### config.mk
export PLATFORM = sky130hd
export DESIGN_NAME = sobel_frame_ctrl
export DESIGN_NICKNAME = d
export VERILOG_FILES = /design/src/rtl/sobel_frame_ctrl.sv
export SDC_FILE = /design/constraint.sdc
export NUM_CORES = 1
export LEC_CHECK = 0
export CAP_MARGIN = 10
export CORE_UTILIZATION = 44
export DETAILED_ROUTE_END_ITERATION = 10
export PLACE_DENSITY_LB_ADDON = 0.25
export SKIP_CTS_REPAIR_TIMING = 1
export SLEW_MARGIN = 10
export SYNTH_ARGS = -nofsm -noshare
export SYNTH_HDL_FRONTEND = slang
export SYNTH_SLANG_ARGS = --single-unit
### constraint.sdc
create_clock -name clk -period 2.7 [get_ports clk]
set_input_delay 0.405 -clock clk [delete_from_list [all_inputs] [get_ports clk]]
set_output_delay 0.405 -clock clk [all_outputs]
set_load 0.05 [all_outputs]
### src/rtl/sobel_frame_ctrl.sv
// Frame sequencer around the sobel core: feeds one raster frame, drains the line buffers with zero
// pixels, drops warm-up results and emits a centre-aligned stream. Optional macro: SOBEL_CTRL_BORDER_ZERO_EN.
module sobel_frame_ctrl #(
    parameter int IMG_W  = 640,
    parameter int IMG_H  = 480,
    parameter int DATA_W = 24,
    parameter int CNT_W  = $clog2(IMG_W*IMG_H+IMG_W+2)
) (
    input  logic              clk,
    input  logic              rst,
    input  logic              start,
    input  logic [7:0]        thresh_cfg,
    output logic              busy,
    output logic              done,
    input  logic              s_valid,
    output logic              s_ready,
    input  logic [DATA_W-1:0] s_data,
    output logic [7:0]        core_thresh,
    output logic              core_in_valid,
    input  logic              core_in_ready,
    output logic [DATA_W-1:0] core_in_data,
    input  logic              core_out_valid,
    output logic              core_out_ready,
    input  logic [DATA_W-1:0] core_out_data,
    output logic              m_valid,
    input  logic              m_ready,
    output logic [DATA_W-1:0] m_data,
    output logic              m_sof,
    output logic              m_eol
);

    // Handshakes: a beat transfers on a rising edge where valid and ready are both high;
    // valid never waits on ready, and a held valid keeps its data stable until accepted.

    localparam logic [1:0] ST_IDLE  = 2'd0;
    localparam logic [1:0] ST_FEED  = 2'd1;
    localparam logic [1:0] ST_FLUSH = 2'd2;
    localparam logic [1:0] ST_WAIT  = 2'd3;

    localparam int COL_W = $clog2(IMG_W);
    localparam int ROW_W = $clog2(IMG_H);

    localparam logic [CNT_W-1:0] FEED_LAST  = CNT_W'(IMG_W*IMG_H - 1);
    localparam logic [CNT_W-1:0] FLUSH_LAST = CNT_W'(IMG_W*IMG_H + IMG_W);
    localparam logic [CNT_W-1:0] SKIP       = CNT_W'(IMG_W + 1);
    localparam logic [CNT_W-1:0] OUT_LAST   = CNT_W'(IMG_W*IMG_H + IMG_W);
    localparam logic [COL_W-1:0] COL_LAST   = COL_W'(IMG_W - 1);
    localparam logic [ROW_W-1:0] ROW_LAST   = ROW_W'(IMG_H - 1);

    logic [1:0]       state_q, state_d;
    logic             busy_q, busy_d;
    logic             done_q, done_d;
    logic [7:0]       thresh_q, thresh_d;
    logic [CNT_W-1:0] in_cnt_q, in_cnt_d;
    logic [CNT_W-1:0] out_cnt_q, out_cnt_d;
    logic [COL_W-1:0] col_q, col_d;
    logic [ROW_W-1:0] row_q, row_d;
    logic             last_seen_q, last_seen_d;

    logic active, discard, fwd, out_hs, last_hs, border;

    // Result k belongs to the window centred on input k-(IMG_W+1); the first IMG_W+1 are warm-up.
    assign active  = (state_q != ST_IDLE);
    assign discard = active && (out_cnt_q < SKIP);
    assign fwd     = active && !discard && (out_cnt_q <= OUT_LAST) && !last_seen_q;
    assign out_hs  = fwd && core_out_valid && m_ready;
    assign last_hs = out_hs && (out_cnt_q == OUT_LAST);
    assign border  = (row_q == '0) || (row_q == ROW_LAST) || (col_q == '0) || (col_q == COL_LAST);

    always_comb begin
        state_d       = state_q;
        busy_d        = busy_q;
        done_d        = 1'b0;
        thresh_d      = thresh_q;
        in_cnt_d      = in_cnt_q;
        out_cnt_d     = out_cnt_q;
        col_d         = col_q;
        row_d         = row_q;
        last_seen_d   = last_seen_q;
        s_ready       = 1'b0;
        core_in_valid = 1'b0;
        core_in_data  = '0;

        case (state_q)
            ST_IDLE: begin
                if (start) begin
                    state_d     = ST_FEED;
                    busy_d      = 1'b1;
                    thresh_d    = thresh_cfg;
                    in_cnt_d    = '0;
                    out_cnt_d   = '0;
                    col_d       = '0;
                    row_d       = '0;
                    last_seen_d = 1'b0;
                end
            end
            ST_FEED: begin
                s_ready       = core_in_ready;
                core_in_valid = s_valid;
                core_in_data  = s_data;
                if (s_valid && core_in_ready) begin
                    in_cnt_d = in_cnt_q + 1'b1;
                    if (in_cnt_q == FEED_LAST) begin
                        state_d = ST_FLUSH;
                    end
                end
            end
            ST_FLUSH: begin
                core_in_valid = 1'b1;
                if (core_in_ready) begin
                    in_cnt_d = in_cnt_q + 1'b1;
                    if (in_cnt_q == FLUSH_LAST) begin
                        state_d = ST_WAIT;
                    end
                end
            end
            ST_WAIT: begin
                // A combinational core may deliver the last result before WAIT; last_seen_q remembers it.
                if (last_hs || last_seen_q) begin
                    done_d  = 1'b1;
                    busy_d  = 1'b0;
                    state_d = ST_IDLE;
                end
            end
            default: state_d = ST_IDLE;
        endcase

        core_out_ready = 1'b0;
        m_valid        = 1'b0;
        m_data         = '0;
        m_sof          = 1'b0;
        m_eol          = 1'b0;
        if (discard) begin
            core_out_ready = 1'b1;
            if (core_out_valid) begin
                out_cnt_d = out_cnt_q + 1'b1;
            end
        end else if (fwd) begin
            m_valid        = core_out_valid;
            core_out_ready = m_ready;
`ifdef SOBEL_CTRL_BORDER_ZERO_EN
            m_data         = border ? '0 : core_out_data;
`else
            m_data         = core_out_data;
`endif
            m_sof          = core_out_valid && (row_q == '0) && (col_q == '0);
            m_eol          = core_out_valid && (col_q == COL_LAST);
            if (out_hs) begin
                out_cnt_d = out_cnt_q + 1'b1;
                if (col_q == COL_LAST) begin
                    col_d = '0;
                    row_d = (row_q == ROW_LAST) ? '0 : row_q + 1'b1;
                end else begin
                    col_d = col_q + 1'b1;
                end
                if (last_hs) begin
                    last_seen_d = 1'b1;
                end
            end
        end
    end

`ifndef SOBEL_CTRL_BORDER_ZERO_EN
    logic unused_border;
    assign unused_border = border;
`endif

    always_ff @(posedge clk or posedge rst) begin
        if (rst) begin
            state_q     <= ST_IDLE;
            busy_q      <= 1'b0;
            done_q      <= 1'b0;
            thresh_q    <= '0;
            in_cnt_q    <= '0;
            out_cnt_q   <= '0;
            col_q       <= '0;
            row_q       <= '0;
            last_seen_q <= 1'b0;
        end else begin
            state_q     <= state_d;
            busy_q      <= busy_d;
            done_q      <= done_d;
            thresh_q    <= thresh_d;
            in_cnt_q    <= in_cnt_d;
            out_cnt_q   <= out_cnt_d;
            col_q       <= col_d;
            row_q       <= row_d;
            last_seen_q <= last_seen_d;
        end
    end

    assign busy        = busy_q;
    assign done        = done_q;
    assign core_thresh = thresh_q;

endmodule

==> metrics.txt <==
largest net degree at the start of global routing 71; Sw Share 0.4773; Routed Wire Length 12.02 mm; DRC violations left 0; crit-path cells nor3_2, buf_4, nand2_2, or4_4, a211oi_4, buf_6, clkbuf_16, and2_4, buf_12; Die X 102.2 um; Hold Path Class in2async; Slew Viols, Final 0; Rel. slew slack 0.5358; H-tree depth 3; net count reported at finish 751; Setup crit end kind primary output; Comb pwr share 0.645; cell taking the most area after synthesis dfrtp_1; CP max stage cell or4_4; top cell type's share of synthesized area 0.3963; Final Hold Viols 0; critical path depth in cells 9; grt ovf 0; ys async rst share 1.000; setup TNS -6.391 ns; Clock Power Share 0.125; Synth Cell Area 4420 um^2; Placer Congestion 0.9030; Worst Path Buf+Inv 4; CTS Buf Count 9; Final setup violation count 28; Tightest Pin Transition 0.6900 ns; Post-synth EDFFs 0; failing checks negative setup slack; leakage power 2.963 nW; post-layout min period 2.977 ns; Crit path max-delay family simple AND/OR/NAND/NOR gates; Reg2Reg Depth 7; max_cap viols 0; n_diodes 0; post-DR wirelength/cell 14.80 um; critical path class reg2out; most common cell in the netlist nand2_1; Final ANT Viol Nets 0; final core utilization 0.6724; net switching power 2.817 mW; RSZ-0062 raised after global routing yes; syn nets 602; Starting DRT DRC Count 206; Vias 4429; Initial Util 0.4523; achievable clock frequency 335.9 MHz; status complete, but fails checks; # port buffers 126; pre-CTS WS 0.06868 ns; Synth top cells by count nand2_1 (78), dfrtp_1 (70), and2_1 (53); global-route wire length before repair 18.92 mm; CTS max path bufs 2; Area growth, synth to finish 48.68%; crit path max fanout 6; number of core rows 36; layout cells sized above 1 0.2268; Setup crit start kind flip-flop; VDD IR max 574.0 uV; Reg2Reg Setup Slack 0.13 ns; Gate Count Post-Synth 526; internal power 3.084 mW; top post-synthesis cells by area dfrtp_1 (40%), and2_1 (7.5%), nand2_1 (6.6%), nand3_1 (3.8%), ha_1 (3.7%); initial antenna violation count 0; clock sinks 70; Seq pwr share 0.230; Total GRT Usage 0.2288; clk_skew 0.01240 ns; router iterations before antenna repair 4; CTS tree built; Worst Slack Setup Final -0.2773 ns; Yosys cell types 52; I/O pin cnt 127; minimum hold slack 0.4592 ns; Reg clk slew, reported paths 0.08 ns; Skew-Pair Late Insertion Delay 0.35 ns; post-synthesis sequential area ratio 0.3963; Core Box Area 9774 um^2; die area 10450 um^2; Final Cycle Share 1.103; DIE HEIGHT 102.2 um; root buf cell clkbuf_8; number of synthesized register bits 70; Detail Placement HPWL 8.836 mm; CP Data Required Time 2.30 ns; Post-Syn Area per Cell 8.404 um^2; critical path data arrival time 2.57 ns; number of global-route vias before repair 4062; largest stage delay on the critical path 0.53 ns; DR vias/cell 5.454; Main synth FF type dfrtp_1; Cell Pwr Density 897.8 nW/um^2; YS warnings 0
## registers in the layout, summed over array words and instances (netlist names)
signal / count
busy: 1
col_q: 10
core_thresh: 8
done: 1
in_cnt_q: 19
last_seen_q: 1
out_cnt_q: 19
row_q: 9
state_q: 2
## cell families (layout without fill, tap and decap cells)
| group | Yosys count | after routing | share of synthesized area |
|---|---|---|---|
| DFF | 70 | 70 | 0.3963 |
| and+or+nand+nor | 288 | 288 | 0.3371 |
| buffers and inverters | 44 | 197 | 0.04189 |
| adders and majority gates | 13 | 13 | 0.03680 |
| xor gates and xnor gates | 7 | 7 | 0.01387 |
| muxes | 16 | 16 | 0.03765 |
| AOI/OAI and AO/OA | 88 | 88 | 0.1364 |
## final timing paths
kind                             endpoint            from
max reg2reg                  out_cnt_q[8]   out_cnt_q[14]
min                          in_cnt_q[17]             rst
max in group asynchronous        row_q[8]             rst
min in group clk           core_thresh[7]  core_thresh[7]
min reg2reg                core_thresh[7]  core_thresh[7]
max                            m_data[16]    out_cnt_q[4]
## worst min-delay path: stages
cell and delay [ns]:
clkdlybuf4s50_1 0.42, inv_2 0.07, buf_12 0.32
## stage by stage
stage / cell area (um^2) / power (mW) / std cells
6_report: 6573 / 5.901 / 812
4_1_cts: 6391 / 5.688 / 803
3_5_place_dp: 6228 / 4.947 / 788
3_3_place_gp: 6228 / 4.859 / 788
2_1_floorplan: 4472 / 3.578 / 526
5_1_grt: 6573 / 6.224 / 812
## power groups by stage
stage	logic [mW]	clock network, mW	registers [mW]
floorplan	2.04	0	1.54
global placement	3.50	0	1.36
detailed placement	3.57	0	1.37
CTS	3.58	0.753	1.36
global route	4.04	0.797	1.38
finish	3.80	0.738	1.36
## final cells by class
class                           count  area [um^2]
Clock inverter                      6        38.79
Fill cell                         779         3202
Multi-Input combinational cell    412         2611
Sequential cell                    70         1753
Clock buffer                        9        123.9
Timing Repair Buffer              161         1800
Inverter                           21        78.83
Tap cell                          133        166.4
## per-layer routing
layer | GRT usage | up-vias | share of wire
li1 | - | 2160 | -
met1 | 0.2832 | 2099 | 0.41
met2 | 0.3996 | 154 | 0.51
met3 | 0.03557 | 16 | 0.059
met4 | 0.09011 | 0 | 0.019
met5 | 0 | - | 0
## cells in the final DEF, fill, tap and decap left out, types with 6 or more instances in the layout
| master | n |
|---|---|
| dfrtp_1 | 69 |
| nor4_1 | 13 |
| nand3_1 | 33 |
| clkdlybuf4s50_1 | 72 |
| inv_1 | 20 |
| nor3_1 | 16 |
| buf_12 | 30 |
| and2_4 | 25 |
| mux2i_1 | 11 |
| a21o_1 | 12 |
| o21ai_0 | 23 |
| nor2_1 | 38 |
| and2_1 | 28 |
| a21oi_1 | 11 |
| nand4_1 | 10 |
| a211o_1 | 6 |
| xnor2_1 | 7 |
| nand2_1 | 74 |
| ha_1 | 13 |
| buf_4 | 54 |
| or3_1 | 10 |
| o31ai_1 | 8 |
| clkbuf_8 | 9 |
Note: power is estimated with default switching activity, not from simulation.
